[src/rtl/multicycle_ctrl.sv]
// multicycle_ctrl: multi-cycle control FSM for the RISC core.
// It sequences FETCH -> DECODE -> EXEC -> (MEM) -> (WB) and Moore-decodes
// the datapath strobes from the current state and the latched IR fields.
// Optional build macro: MULTICYCLE_CTRL_TRAP_EN. When it is defined, reserved
// encodings trap. When it is not defined, reserved encodings execute as NOPs.
module multicycle_ctrl #(
  parameter int RETIRE_W = 16
) (
  input  logic                clk,
  input  logic                rst,
  input  logic                run,
  input  logic [1:0]          instr_t,
  input  logic [2:0]          instr_opc,
  input  logic                flag_z,
  input  logic                flag_c,
  input  logic                flag_v,
  input  logic                mem_ack,
  output logic                ir_we,
  output logic                ab_we,
  output logic                alu_en,
  output logic                reg_we,
  output logic [1:0]          wb_sel,
  output logic                pc_we,
  output logic [1:0]          pc_src,
  output logic                mem_req,
  output logic                mem_we,
  output logic [2:0]          state,
  output logic                illegal,
  output logic [RETIRE_W-1:0] retired
);

  typedef enum logic [2:0] {
    S_FETCH  = 3'd0,
    S_DECODE = 3'd1,
    S_EXEC   = 3'd2,
    S_MEM    = 3'd3,
    S_WB     = 3'd4,
    S_TRAP   = 3'd5
  } state_e;

  localparam logic [1:0] T_MOVE  = 2'b00;
  localparam logic [1:0] T_FLOW  = 2'b01;
  localparam logic [1:0] T_LOGIC = 2'b10;
  localparam logic [1:0] T_ARITH = 2'b11;

  state_e              state_q, state_d;
  logic [RETIRE_W-1:0] retired_q, retired_d;

  logic       ir_we_s, ab_we_s, alu_en_s, reg_we_s, pc_we_s;
  logic       mem_req_s, mem_we_s, retire_s;
  logic [1:0] wb_sel_s, pc_src_s;
  logic       is_alu_s, is_mov_s, is_load_s, is_store_s, is_loadi_s;
  logic       is_flow_s, is_ill_s, taken_s;

  // Classify the latched instruction fields into execution classes
  always_comb begin
    is_alu_s   = 1'b0;
    is_mov_s   = 1'b0;
    is_load_s  = 1'b0;
    is_store_s = 1'b0;
    is_loadi_s = 1'b0;
    is_flow_s  = 1'b0;
    case (instr_t)
      T_LOGIC: is_alu_s = (instr_opc <= 3'd2);
      T_ARITH: is_alu_s = (instr_opc <= 3'd3);
      T_MOVE: begin
        case (instr_opc)
          3'd0:    is_load_s  = 1'b1;
          3'd1:    is_store_s = 1'b1;
          3'd2:    is_loadi_s = 1'b1;
          3'd3:    is_store_s = 1'b1;
          3'd4:    is_mov_s   = 1'b1;
          default: is_mov_s   = 1'b0;
        endcase
      end
      T_FLOW:  is_flow_s = 1'b1;
      default: is_flow_s = 1'b0;
    endcase
    is_ill_s = ~(is_alu_s | is_mov_s | is_load_s | is_store_s | is_loadi_s | is_flow_s);
  end

  // Branch condition for flow-control opcodes, evaluated from the live flags
  always_comb begin
    case (instr_opc)
      3'd0:    taken_s = 1'b1;
      3'd1:    taken_s = flag_z;
      3'd2:    taken_s = ~flag_z;
      3'd3:    taken_s = flag_c;
      3'd4:    taken_s = flag_v;
      3'd5:    taken_s = 1'b1;
      default: taken_s = 1'b0;
    endcase
  end

  // Next-state and Moore strobe decode
  always_comb begin
    state_d   = state_q;
    ir_we_s   = 1'b0;
    ab_we_s   = 1'b0;
    alu_en_s  = 1'b0;
    reg_we_s  = 1'b0;
    wb_sel_s  = 2'b00;
    pc_we_s   = 1'b0;
    pc_src_s  = 2'b00;
    mem_req_s = 1'b0;
    mem_we_s  = 1'b0;
    retire_s  = 1'b0;
    case (state_q)
      S_FETCH: begin
        if (run) begin
          ir_we_s = 1'b1;
          state_d = S_DECODE;
        end else begin
          state_d = S_FETCH;
        end
      end
      S_DECODE: begin
        ab_we_s = 1'b1;
        state_d = S_EXEC;
      end
      S_EXEC: begin
        if (is_flow_s) begin
          pc_we_s  = 1'b1;
          retire_s = 1'b1;
          state_d  = S_FETCH;
          case (instr_opc)
            3'd5: begin
              pc_src_s = 2'b01;
              reg_we_s = 1'b1;
              wb_sel_s = 2'b11;
            end
            3'd6: begin
              pc_src_s = 2'b10;
              reg_we_s = 1'b1;
              wb_sel_s = 2'b11;
            end
            3'd7:    pc_src_s = 2'b11;
            default: pc_src_s = taken_s ? 2'b01 : 2'b00;
          endcase
        end else if (is_alu_s || is_mov_s) begin
          alu_en_s = 1'b1;
          state_d  = S_WB;
        end else if (is_load_s || is_store_s) begin
          state_d = S_MEM;
        end else if (is_loadi_s) begin
          state_d = S_WB;
        end else begin
`ifdef MULTICYCLE_CTRL_TRAP_EN
          state_d = S_TRAP;
`else
          state_d = S_WB;
`endif
        end
      end
      S_MEM: begin
        mem_req_s = 1'b1;
        mem_we_s  = is_store_s;
        if (mem_ack && is_store_s) begin
          pc_we_s  = 1'b1;
          retire_s = 1'b1;
          state_d  = S_FETCH;
        end else if (mem_ack) begin
          state_d = S_WB;
        end else begin
          state_d = S_MEM;
        end
      end
      S_WB: begin
        reg_we_s = ~is_ill_s;
        wb_sel_s = is_load_s ? 2'b01 : (is_loadi_s ? 2'b10 : 2'b00);
        pc_we_s  = 1'b1;
        retire_s = 1'b1;
        state_d  = S_FETCH;
      end
      S_TRAP: begin
`ifdef MULTICYCLE_CTRL_TRAP_EN
        state_d = S_TRAP;
`else
        state_d = S_FETCH;
`endif
      end
      default: state_d = S_FETCH;
    endcase
  end

  // Retire counter next value; wraps silently
  always_comb begin
    if (retire_s && !rst) begin
      retired_d = retired_q + {{(RETIRE_W-1){1'b0}}, 1'b1};
    end else begin
      retired_d = retired_q;
    end
  end

  // State and retire counter registers with synchronous reset
  always_ff @(posedge clk) begin
    if (rst) begin
      state_q   <= S_FETCH;
      retired_q <= '0;
    end else begin
      state_q   <= state_d;
      retired_q <= retired_d;
    end
  end

  // Reset forces every strobe low regardless of state
  assign ir_we   = ir_we_s   & ~rst;
  assign ab_we   = ab_we_s   & ~rst;
  assign alu_en  = alu_en_s  & ~rst;
  assign reg_we  = reg_we_s  & ~rst;
  assign pc_we   = pc_we_s   & ~rst;
  assign mem_req = mem_req_s & ~rst;
  assign mem_we  = mem_we_s  & ~rst;
  assign wb_sel  = rst ? 2'b00 : wb_sel_s;
  assign pc_src  = rst ? 2'b00 : pc_src_s;
  assign state   = state_q;
  assign retired = retired_q;

`ifdef MULTICYCLE_CTRL_TRAP_EN
  assign illegal = (state_q == S_TRAP);
`else
  assign illegal = 1'b0;
`endif

endmodule

[config.mk]
export PLATFORM = sky130hd
export DESIGN_NAME = multicycle_ctrl
export DESIGN_NICKNAME = d
export VERILOG_FILES = /design/src/rtl/multicycle_ctrl.sv
export SDC_FILE = /design/constraint.sdc
export NUM_CORES = 1
export LEC_CHECK = 0
export CAP_MARGIN = 20
export CORE_UTILIZATION = 30
export DETAILED_ROUTE_END_ITERATION = 6
export HOLD_SLACK_MARGIN = 0.02
export PLACE_DENSITY = 0.63
export SLEW_MARGIN = 25
export SYNTH_ARGS = -nofsm -noshare
export SYNTH_HDL_FRONTEND = slang
export SYNTH_SLANG_ARGS = --single-unit
[constraint.sdc]
create_clock -name clk -period 1.9 [get_ports clk]
set_input_delay 0.38 -clock clk [delete_from_list [all_inputs] [get_ports clk]]
set_output_delay 0.38 -clock clk [all_outputs]
set_load 0.05 [all_outputs]
# --- Word-level counts from Yosys, hierarchy flattened ---
# Index checks and enable logic that the tools add are counted.
totals:
  mem_bits_ro: 0
  regBits: 19
  input_bits: 12
  mem_bits_rw: 0
  latch_bits: 0
  out_inout_bits: 31
  elab_cells: 87
  n_memories: 0
classes:
  addsub: 1
  eq_ne: 14
  reduce_logical: 11
  mul: 0
  magnitude_cmp: 2
  shift: 0
  mux: 43
  div: 0
  bitwise: 14
ops:
  columns: ["cell", "n"]
  rows:
  - ["1-bit two-way mux", 23]
  - ["16-bit by 1-bit adder with 16-bit output, second input constant", 1]
  - ["2-bit two-way mux", 8]
  - ["3-bit equality test, second input constant", 5]
  - ["3-bit two-way mux", 5]
  - ["3-bit by 2-bit equality test with 1-bit output, second input constant", 4]
  - ["3-bit one-hot mux with 4 select lines", 1]
  - ["1-bit bitwise AND", 7]
  - ["3-bit by 1-bit equality test with 1-bit output, second input constant", 2]
  - ["3-bit by 2-bit less-or-equal comparator with 1-bit output, second input constant", 2]
  - ["3-bit zero test", 2]
  - ["2-bit one-hot mux with 3 select lines", 1]
  - ["2-bit OR reduction", 3]
  - ["1-bit bitwise OR", 5]
  - ["1-bit one-hot mux with 5 select lines", 1]
  - ["2-bit equality test, second input constant", 2]
  - ["1-bit one-hot mux with 2 select lines", 2]
  - ["2-bit one-hot mux with 2 select lines", 1]
  - ["1-bit one-hot mux with 3 select lines", 1]
  - ["2-bit by 1-bit equality test with 1-bit output, second input constant", 1]
  - ["1-bit logical AND", 2]
  - ["2-bit zero test", 1]
  - ["1-bit logical OR", 2]
  - ["1-bit inverter", 2]
  - ["1-bit zero test", 1]

# --- Depth between registers and ports, before layout ---
logic_depth:
  depth_word: 10
  mapped_depth: 7
  mapped_depth_nobuf: 5

# --- Worst setup path before layout ---
# OpenSTA, ideal clock, no wires.
synth_timing:
  kind: "reg-to-output"
  startpoint: "register state_q[1] (netlist: state[1])"
  endpoint: "output port wb_sel[0]"
  path_buffers: 1
  stages_incl_launch_ff: 5
  required_ns: 1.520
  path_slack_ns: -0.885
  arrival_time_ns: 2.405
  path_cell_list: "dfxtp_1 clkbuf_1 nor2b_1 nand4_1 o21ai_0"
synth_via:
  elab_chain_len: 3
  word_cells_on_any_way: 4
  cone_classes: "2 x eq/ne; 2 x mux"
synth_rtl:
  columns: ["item", "line", "rtl"]
  rows:
  - ["start: declaration", "46", "state_e state_q, state_d;"]
  - ["start signal: assignment", "201", "state_q <= state_d;"]
  - ["3-bit equality test or 3-bit by 2-bit equality test with 1-bit output (tied branches)", "108", "case (state_q)"]
  - ["2-bit one-hot mux with 2 select lines (*)", "108", null]
  - ["2-bit two-way mux (*)", "214", "assign wb_sel = rst ? 2'b00 : wb_sel_s;"]
  - ["end: declaration", "22", "output logic [1:0] wb_sel,"]
# Mark *: on every way between the ends. The rest lies on a longest branch, timed or not.

# --- Final worst setup path ---
layout_timing:
  startpoint: "register state_q[0] (netlist: state[0])"
  endpoint: "output port wb_sel[0]"
# Same word-level chain as after synthesis.

==> run_results.csv <==
group,metric,value,unit
layout,final_common_cell,"buf_4",
power_and_ir_drop,peakVddDrop,0.334,mV
clock_tree,cts_buffer_depth,2,
clock_tree,root_buffer,"clkbuf_8",
global_route,grt_pass1_wl,6090,um
place,postPlaceCellArea,1960,um^2
setup_path,crit_arrival,1.65,ns
logic_synthesis,synth_edf_count,0,
die,initial_core_util,32.3,%
global_route,first_global_vias,1332,
layout,stdcell_count,274,
logic_synthesis,syn_area,1230,um^2
timing,holdWs,0.508,ns
global_route,grt_remaining_overflow,0,
place,dp_cells,263,
die,row_count,22,
setup_path,cp-end-kind,"primary output",
setup_path,worst_ep_required_time,1.52,ns
timing,fin_crit_sh,107,%
logic_synthesis,syn-num-nets,174,
detailed_routing,dr_total_vias,1398,
global_route,grt_usage,17.7,%
logic_synthesis,ys_seq_area_share,31.0,%
logic_synthesis,syn_inst,161,
logic_synthesis,post_synth_num_cell_types,40,
detailed_routing,wl,3640,um
logic_synthesis,async_flop_share,0,%
timing,finClkSkew,0.00459,ns
layout,nNetsFinal,240,
die,core,3800,um^2
layout,fin_area,2150,um^2
timing,slew_viol_final,0,
die,fp.dieArea,4360,um^2
timing,fin_setup_tns,-0.271,ns
layout,antennaDiodeCount,0,
status,violations,"setup timing",
timing,setup_violations,4,
die,io_pins,43,
timing,period_minus_slack,2.03,ns
detailed_routing,wl_per_cell,13.3,um
layout,final_cell_mix,"buf_4 (47), dfxtp_1 (16), nor2_1 (15)",
clock_tree,cts_buffers,3,
logic_synthesis,synthFlopType,"dfxtp_1",
timing,fin_ws,-0.135,ns
timing,rsz0062_at_grt,"true",
die,die_width,66.0,um
place,port_buffers,41,
detailed_routing,route.detailed.drc,0,
detailed_routing,drt_pre_antenna_iters,4,
clock_tree,cts.sinks,19,
layout,synthToLayoutAreaGrowth,75.3,%
clock_tree,cts_max_level,1,
setup_path,startpoint_type,"flip-flop",
setup_path,worst-path-max-fanout,4,
layout,layout-drive-gt1-share,43.8,%
power_and_ir_drop,p_leak,0.874,nW
power_and_ir_drop,p_comb_share,23.7,%
power_and_ir_drop,power_frac_seq,45.6,%
timing,hold_viol_final,0,
die,die_h,66.0,um
worst_hold_path,hp-class,"reg2reg",
place,gp_congestion,0.823,
power_and_ir_drop,power_density,421,nW/um^2
logic_synthesis,syn_area_per_cell,7.63,um^2
logic_synthesis,ys_ff_latch,19,
power_and_ir_drop,clockPowerShare,30.7,%
logic_synthesis,ys.warnings.count,0,
status,outcome,"finished with violations",
clock_tree,cts_tree,"done",
detailed_routing,first_iter_violations,49,
global_route,antenna_found_initial,0,
clock_tree,insertion_delay,0.26,ns
global_route,grt_max_degree,18,
power_and_ir_drop,net-switching-power,0.263,mW
place,dp_hpwl,2630,um
setup_path,path_class,"reg2out",
timing,max_freq,491,MHz
power_and_ir_drop,p_total,0.906,mW
power_and_ir_drop,swShare,29.1,%
detailed_routing,ant_nets,0,
detailed_routing,routed_via_density,5.10,
flow_run,maxCapViolCount,0,
clock_tree,clkTransAtPathRegs,0.07,ns
power_and_ir_drop,cell_internal_pwr,0.643,mW
## registers in the layout (all words and copies together) (netlist names)
register  count
state         3
retired      16
## layer usage
layer  routed length [um]  share of wire, %  up-vias  GRT usage, %
met4                   37               1.0        0          3.99
met5                    0                 0        -             0
li1                     -                 -      705             -
met3                  178               4.9        7          3.62
met1                 1730                48      640          24.7
met2                 1690                46       46          27.8
## synth_stat cells, types with 2 or more instances
| cell | count | area share, % |
|---|---|---|
| xor2_1 | 7 | 5.0 |
| and3_1 | 6 | 3.1 |
| nor2b_1 | 6 | 3.1 |
| o211ai_1 | 2 | 1.2 |
| and2_1 | 2 | 1.0 |
| nand2_1 | 11 | 3.4 |
| nand4_1 | 3 | 1.5 |
| buf_6 | 2 | 1.8 |
| nor3_1 | 4 | 1.6 |
| o2111ai_1 | 4 | 2.9 |
| clkbuf_1 | 6 | 1.8 |
| nand2b_1 | 7 | 3.6 |
| a21oi_1 | 11 | 4.5 |
| o21ai_0 | 14 | 5.7 |
| inv_1 | 2 | 0.61 |
| buf_2 | 2 | 0.81 |
| or3_1 | 6 | 3.1 |
| and4_1 | 3 | 2.1 |
| nor2_1 | 19 | 5.8 |
| nand3_1 | 6 | 2.4 |
| dfxtp_1 | 19 | 31 |
## kinds of logic (layout without fill, tap and decap cells)
logic type / after synthesis / in the layout / share of synthesized area (%)
AOI/OAI and AO/OA: 37 / 37 / 18.6
xor gates and xnor gates: 8 / 8 / 5.70
adders and majority gates: 1 / 1 / 1.02
buffers and inverters: 13 / 78 / 5.70
DFF: 19 / 19 / 31.0
muxes: 1 / 1 / 0.815
other: 1 / 1 / 0.305
and+or+nand+nor: 81 / 81 / 36.9
## path summary, 6_finish.rpt
| path | startpoint | end | slack [ns] | cells after the start |
|---|---|---|---|---|
| max | state[0] | wb_sel[0] | -0.13 | 7 |
| min | retired[1] | retired[1] | 0.51 | 2 |
| max reg2reg | state[0] | retired[12] | 0.02 | 8 |
| min reg2reg | retired[1] | retired[1] | 0.51 | 2 |
## metrics by stage
step | worst slack [ns] | util, %
detailed placement | -0.527 | 51.7
finish | -0.135 | 56.7
global route | -0.216 | 56.7
global placement | -0.456 | 51.7
floorplan | -0.136 | -
CTS | -0.125 | 56.1
## critical path, cell delays in order, from the launching register on
cell,delay [ns]
dfxtp_4,0.37
nor3b_4,0.24
buf_4,0.15
nand4_1,0.14
nor2_2,0.17
o21ai_2,0.09
o21ai_4,0.08
buf_12,0.15
## power groups by stage
| stage | logic, mW | clock network [mW] | registers (mW) |
|---|---|---|---|
| 6_report | 0.215 | 0.278 | 0.413 |
| 4_1_cts | 0.208 | 0.286 | 0.412 |
| 5_1_grt | 0.230 | 0.299 | 0.414 |
| 2_1_floorplan | 0.0958 | 0 | 0.432 |
| 3_3_place_gp | 0.188 | 0 | 0.422 |
| 3_5_place_dp | 0.190 | 0 | 0.423 |
## layout make-up
class,instances,area (um^2)
fill,345,1650
multi-input combinational,129,956
timing repair buffer,72,694
sequential,19,389
tap,48,60.1
clock buffer,3,41.3
inverter,2,7.51
clock inverter,1,5.00
## timing repair
action | in CTS | in global routing
pin swaps | 12 | 9
setup endpoints to repair | 25 | 22
hold buffers | 0 | 0
gates resized for setup | 33 | 10
buffers inserted | 7 | 1
Note: power is estimated with default switching activity, not from simulation.
